==> src/rtl/axi_master_arbiter.sv <==
// Two-master AXI4 arbiter: one whole transaction in flight, round-robin M0/M1, M1 write before M1 read.
// Grant takes one cycle from IDLE; channels are combinational pass-through, so backpressure flows owner<->slave.
module axi_master_arbiter #(
  parameter int AW  = 32,
  parameter int DW  = 64,
  parameter int IDW = 4
) (
  input  logic              clk,
  input  logic              rst,
  // M0: instruction fetch, read-only
  input  logic              m0_arvalid,
  input  logic [IDW-1:0]    m0_arid,
  input  logic [AW-1:0]     m0_araddr,
  input  logic [7:0]        m0_arlen,
  input  logic [2:0]        m0_arsize,
  input  logic [1:0]        m0_arburst,
  output logic              m0_arready,
  output logic              m0_rvalid,
  output logic [IDW-1:0]    m0_rid,
  output logic [1:0]        m0_rresp,
  output logic [DW-1:0]     m0_rdata,
  output logic              m0_rlast,
  input  logic              m0_rready,
  // M1: load/store unit
  input  logic              m1_arvalid,
  input  logic [IDW-1:0]    m1_arid,
  input  logic [AW-1:0]     m1_araddr,
  input  logic [7:0]        m1_arlen,
  input  logic [2:0]        m1_arsize,
  input  logic [1:0]        m1_arburst,
  output logic              m1_arready,
  output logic              m1_rvalid,
  output logic [IDW-1:0]    m1_rid,
  output logic [1:0]        m1_rresp,
  output logic [DW-1:0]     m1_rdata,
  output logic              m1_rlast,
  input  logic              m1_rready,
  input  logic              m1_awvalid,
  input  logic [IDW-1:0]    m1_awid,
  input  logic [AW-1:0]     m1_awaddr,
  input  logic [7:0]        m1_awlen,
  input  logic [2:0]        m1_awsize,
  input  logic [1:0]        m1_awburst,
  output logic              m1_awready,
  input  logic              m1_wvalid,
  input  logic [DW-1:0]     m1_wdata,
  input  logic [DW/8-1:0]   m1_wstrb,
  input  logic              m1_wlast,
  output logic              m1_wready,
  output logic              m1_bvalid,
  output logic [IDW-1:0]    m1_bid,
  output logic [1:0]        m1_bresp,
  input  logic              m1_bready,
  // slave side
  output logic              s_arvalid,
  output logic [IDW-1:0]    s_arid,
  output logic [AW-1:0]     s_araddr,
  output logic [7:0]        s_arlen,
  output logic [2:0]        s_arsize,
  output logic [1:0]        s_arburst,
  input  logic              s_arready,
  input  logic              s_rvalid,
  input  logic [IDW-1:0]    s_rid,
  input  logic [1:0]        s_rresp,
  input  logic [DW-1:0]     s_rdata,
  input  logic              s_rlast,
  output logic              s_rready,
  output logic              s_awvalid,
  output logic [IDW-1:0]    s_awid,
  output logic [AW-1:0]     s_awaddr,
  output logic [7:0]        s_awlen,
  output logic [2:0]        s_awsize,
  output logic [1:0]        s_awburst,
  input  logic              s_awready,
  output logic              s_wvalid,
  output logic [DW-1:0]     s_wdata,
  output logic [DW/8-1:0]   s_wstrb,
  output logic              s_wlast,
  input  logic              s_wready,
  input  logic              s_bvalid,
  input  logic [IDW-1:0]    s_bid,
  input  logic [1:0]        s_bresp,
  output logic              s_bready
);

  typedef enum logic [2:0] {IDLE, RADDR, RDATA, WADDR, WDATA, WRESP} state_t;

  state_t state, state_nxt;
  logic   owner, owner_nxt;
  logic   last_grant, last_grant_nxt;
  logic   req1;
  logic   ar_vld_sel;
  logic   r_rdy_sel;

  assign req1 = m1_arvalid | m1_awvalid;

  always_ff @(posedge clk or negedge rst) begin
    if (!rst) begin
      state      <= IDLE;
      owner      <= 1'b0;
      last_grant <= 1'b1;
    end else begin
      state      <= state_nxt;
      owner      <= owner_nxt;
      last_grant <= last_grant_nxt;
    end
  end

  always_comb begin
    state_nxt      = state;
    owner_nxt      = owner;
    last_grant_nxt = last_grant;
    ar_vld_sel     = owner ? m1_arvalid : m0_arvalid;
    r_rdy_sel      = owner ? m1_rready  : m0_rready;

    m0_arready = 1'b0;
    m0_rvalid  = 1'b0;
    m0_rid     = '0;
    m0_rresp   = '0;
    m0_rdata   = '0;
    m0_rlast   = 1'b0;
    m1_arready = 1'b0;
    m1_rvalid  = 1'b0;
    m1_rid     = '0;
    m1_rresp   = '0;
    m1_rdata   = '0;
    m1_rlast   = 1'b0;
    m1_awready = 1'b0;
    m1_wready  = 1'b0;
    m1_bvalid  = 1'b0;
    m1_bid     = '0;
    m1_bresp   = '0;
    s_arvalid  = 1'b0;
    s_arid     = '0;
    s_araddr   = '0;
    s_arlen    = '0;
    s_arsize   = '0;
    s_arburst  = '0;
    s_rready   = 1'b0;
    s_awvalid  = 1'b0;
    s_awid     = '0;
    s_awaddr   = '0;
    s_awlen    = '0;
    s_awsize   = '0;
    s_awburst  = '0;
    s_wvalid   = 1'b0;
    s_wdata    = '0;
    s_wstrb    = '0;
    s_wlast    = 1'b0;
    s_bready   = 1'b0;

    case (state)
      IDLE: begin
        // On a tie M0 wins only if M1 had the previous grant.
        if (m0_arvalid && (!req1 || last_grant)) begin
          owner_nxt      = 1'b0;
          last_grant_nxt = 1'b0;
          state_nxt      = RADDR;
        end else if (req1) begin
          owner_nxt      = 1'b1;
          last_grant_nxt = 1'b1;
          state_nxt      = m1_awvalid ? WADDR : RADDR;
        end
      end

      RADDR: begin
        if (owner) begin
          s_arvalid  = m1_arvalid;
          s_arid     = m1_arid;
          s_araddr   = m1_araddr;
          s_arlen    = m1_arlen;
          s_arsize   = m1_arsize;
          s_arburst  = m1_arburst;
          m1_arready = s_arready;
        end else begin
          s_arvalid  = m0_arvalid;
          s_arid     = m0_arid;
          s_araddr   = m0_araddr;
          s_arlen    = m0_arlen;
          s_arsize   = m0_arsize;
          s_arburst  = m0_arburst;
          m0_arready = s_arready;
        end
        if (ar_vld_sel && s_arready) state_nxt = RDATA;
      end

      RDATA: begin
        s_rready = r_rdy_sel;
        if (owner) begin
          m1_rvalid = s_rvalid;
          m1_rid    = s_rid;
          m1_rresp  = s_rresp;
          m1_rdata  = s_rdata;
          m1_rlast  = s_rlast;
        end else begin
          m0_rvalid = s_rvalid;
          m0_rid    = s_rid;
          m0_rresp  = s_rresp;
          m0_rdata  = s_rdata;
          m0_rlast  = s_rlast;
        end
        if (s_rvalid && r_rdy_sel && s_rlast) state_nxt = IDLE;
      end

      WADDR: begin
        s_awvalid  = m1_awvalid;
        s_awid     = m1_awid;
        s_awaddr   = m1_awaddr;
        s_awlen    = m1_awlen;
        s_awsize   = m1_awsize;
        s_awburst  = m1_awburst;
        m1_awready = s_awready;
        if (m1_awvalid && s_awready) state_nxt = WDATA;
      end

      WDATA: begin
        s_wvalid  = m1_wvalid;
        s_wdata   = m1_wdata;
        s_wstrb   = m1_wstrb;
        s_wlast   = m1_wlast;
        m1_wready = s_wready;
        if (m1_wvalid && s_wready && m1_wlast) state_nxt = WRESP;
      end

      WRESP: begin
        m1_bvalid = s_bvalid;
        m1_bid    = s_bid;
        m1_bresp  = s_bresp;
        s_bready  = m1_bready;
        if (s_bvalid && m1_bready) state_nxt = IDLE;
      end

      default: state_nxt = IDLE;
    endcase
  end

endmodule

==> config.mk <==
export PLATFORM = sky130hd
export DESIGN_NAME = axi_master_arbiter
export DESIGN_NICKNAME = d
export VERILOG_FILES = /design/src/rtl/axi_master_arbiter.sv
export SDC_FILE = /design/constraint.sdc
export NUM_CORES = 1
export LEC_CHECK = 0
export CAP_MARGIN = 30
export CORE_AREA = 2 2 248 250
export DETAILED_ROUTE_END_ITERATION = 8
export DIE_AREA = 0 0 250 252
export GPL_TIMING_DRIVEN = 0
export SLEW_MARGIN = 25
export SYNTH_ARGS = -nofsm -noshare
export SYNTH_HDL_FRONTEND = slang
export SYNTH_SLANG_ARGS = --single-unit
==> constraint.sdc <==
create_clock -name clk -period 2 [get_ports clk]
set_input_delay 0.4 -clock clk [delete_from_list [all_inputs] [get_ports clk]]
set_output_delay 0.4 -clock clk [all_outputs]
set_load 0.01 [all_outputs]
==> impl_metrics.json <==
{
  "status": "complete, but fails checks",
  "violations": "negative setup slack",
  "drc": 0,
  "unrepaired_setup_endpoints_after_global_routing": "true",
  "clkSlewWorstSetupHoldPaths_ns": 0.03,
  "detail_route.iter0.violations": 228,
  "critical_path.startpoint": "state[0]",
  "crit_path_end": "m0_rdata[54]",
  "timing.slew.headroom": 0.775,
  "worstReg2RegStart": "state[0]",
  "mappedNetlistNets": 778,
  "syn_area_per_cell_um2": 6.62,
  "synth.yosys.warnings": 0,
  "synth_sequential_area_ratio": 0.0409,
  "detail-route-antenna-nets": 0,
  "worst_clock_skew_ns": 0.0000780,
  "worstSkewPairLatency_ns": 0.23,
  "multi_input_area_mm2": 0.00311,
  "finish.utilization": 0.192,
  "detail_route.wl_per_cell_um": 18.4,
  "start_util": 0.0514,
  "global_route_wire_length_before_repair_mm": 46.3,
  "post_route_cells_drive_above_1_share": 0.490,
  "port_buffers": 641,
  "post_cts_hold_buffer_count": 0,
  "grt_antenna_before_repair": 3,
  "postSynthCellCount": 467,
  "final_max_slew_viol_count": 0,
  "cts_root_buffer": "clkbuf_16",
  "cts_sinks": 5,
  "design.portCount": 642,
  "timing.rr.end": "state[2]",
  "grt_start_max_net_pins": 11,
  "vias": 6106,
  "max-vdd-ir-drop_v": 0.000731,
  "timing.fmax_mhz": 457,
  "ctsLongestPathBuffers": 2,
  "number_of_synthesized_register_bits": 5,
  "critical_path.max_fanout": 10,
  "register_area_um2": 128,
  "drt-total-wl_mm": 36.0,
  "finalSetupViolCount": 267,
  "tritoncts": "yes",
  "report.power.total_mw": 9.42,
  "p_leak_nw": 5.38,
  "postLayoutSetupSlackWorst_ns": -0.190,
  "fin_crit_sh": 1.09,
  "timing_worst_slew_pin_value_ns": 0.328,
  "criticalPathCategory": "register to primary output",
  "dieWidth_um": 250,
  "layout.nets": 1480,
  "timing.final.hold_violations": 0,
  "synth_area_mm2": 0.00309,
  "cts-buffers-inserted": 3,
  "globalplace.congestion": 0.905,
  "crit_path_end_kind": "primary output",
  "cts_htree_levels": 1,
  "power_density_mw_per_mm2": 814,
  "via_per_inst": 3.12,
  "place.detailed.hpwl_mm": 30.0,
  "critical_path.startpoint_type": "register",
  "die_height_um": 252,
  "yosysUniqueCellTypes": 34,
  "first_global_vias": 6245,
  "syn2layout_area_growth_pct": 274,
  "rr_worst_depth": 8,
  "drt-pass1-iter-count": 4,
  "global_route_usage_over_all_layers": 0.102,
  "worst-endpoint-arrival_ns": 1.79,
  "post-route-min-period_ns": 2.19,
  "critical_path_required_ns": 1.60,
  "min_path_type": "input pin to async pin",
  "maxCapViolations": 0,
  "design.die.area_mm2": 0.0630,
  "fillerInstances": 6721,
  "setup_total_negative_slack_ns": -20.41,
  "hold_ws_ns": 0.400,
  "grt_remaining_overflow": 0,
  "number_of_placement_rows": 90,
  "reg2reg_setup_slack_ns": 0.31,
  "floorplan.core_area_mm2": 0.0601
}
## worst max-delay path, stage by stage, from the launching register on
cell and delay (ns):
dfrtp_1 0.39, buf_6 0.13, nand3b_4 0.19, nor2_4 0.12, buf_12 0.17, clkbuf_8 0.17
and2_1 0.14, clkdlybuf4s15_2 0.23
## metrics by stage
step,cells,instance area [µm²],worst slack [ns]
2_1_floorplan,467,3090,0.370
3_3_place_gp,1890,10500,-0.835
3_5_place_dp,1890,10500,-0.864
4_1_cts,1935,11300,-0.270
5_1_grt,1951,11600,-0.263
6_report,1954,11600,-0.190
## how the worst min path moves through the flow
stage / endpoint / slack, ns
floorplan: owner / 0.10
global route: owner / 0.42
finish: owner / 0.40
CTS: owner / 0.41
detailed placement: last_grant / 0.53
global placement: last_grant / 0.51
## synth_stat cells, drive strengths merged
master	count	share of area
o21ai	3	0.0049
a21oi	1	0.0016
a21o	1	0.0024
nand2	9	0.012
and3b	2	0.0057
nor3b	2	0.0085
o31ai	1	0.0040
o22a	1	0.0028
nor4	1	0.0020
dfstp	1	0.0085
nand3	2	0.0032
and2	278	0.56
clkbuf	17	0.026
nor3	3	0.0049
mux2	1	0.0036
nor2	54	0.070
nand3b	1	0.0065
mux2i	50	0.16
a311oi	1	0.0028
a31o	1	0.0028
buf	25	0.055
inv	3	0.0036
a211oi	1	0.0024
dfrtp	4	0.032
and3	1	0.0020
a21boi	3	0.0073
## kinds of logic (layout without fill, tap and decap cells)
family	count (synthesis)	count (layout)	synth area share
AOI/OAI and AO/OA	13	13	0.0311
buffers and inverters	45	746	0.0854
DFF	5	5	0.0409
muxes	51	51	0.165
other	0	4	0
and+or+nand+nor	353	353	0.677
## repair_timing
action / 4_1_cts / 5_1_grt
setup endpoints to repair: 331 / 312
pin swaps: 31 / 71
cloned: 7 / 10
endpoints found under the hold margin: 0 / 0
buffers inserted: 35 / 15
resized for setup: 1269 / 440
## flip-flops by register name (all words and copies together) (netlist names)
signal      count
last_grant      1
owner           1
state           3
## power by group
part           total [mW]  switching (mW)  internal [mW]
registers           0.208          0.0449          0.163
logic                8.89            3.94           4.95
clock network       0.327          0.0629          0.264
total                9.42            4.05           5.37
## routing by layer
metal	GRT usage	up-vias	part of all wire
met5	0	-	0.00033
met4	0.0299	2	0.034
met3	0.0211	42	0.072
met2	0.194	404	0.52
met1	0.114	2793	0.38
li1	-	2865	-
## cells in the final DEF, fill, tap and decap left out, types with 2 or more instances in the layout
cell type        count
buf_6              143
nor2_2               3
a21boi_0             2
mux2i_1             49
dlygate4sd2_1        3
nand2_1              7
and2_4             121
inv_1                3
buf_2              111
clkdlybuf4s50_1    309
nand3_1              2
nor2_1              42
clkdlybuf4s15_2     33
nor3_1               2
clkdlybuf4s15_1      2
dlymetal6s2s_1       2
nor2_4               9
clkbuf_8             3
clkbuf_2            54
dfrtp_1              3
buf_4               23
clkbuf_16           19
buf_12              15
o21ai_0              2
and2_1             157
buf_8               25
diode_2              4
## cell type report
class | count | area share
antenna | 4 | 0.000865
buffer | 37 | 0.0514
clock buffer | 4 | 0.00681
inverter | 3 | 0.000973
multi-input combinational | 417 | 0.268
sequential | 5 | 0.0110
tap | 782 | 0.0845
timing repair buffer | 702 | 0.576
No activity file was read; power rests on OpenSTA's default activity.
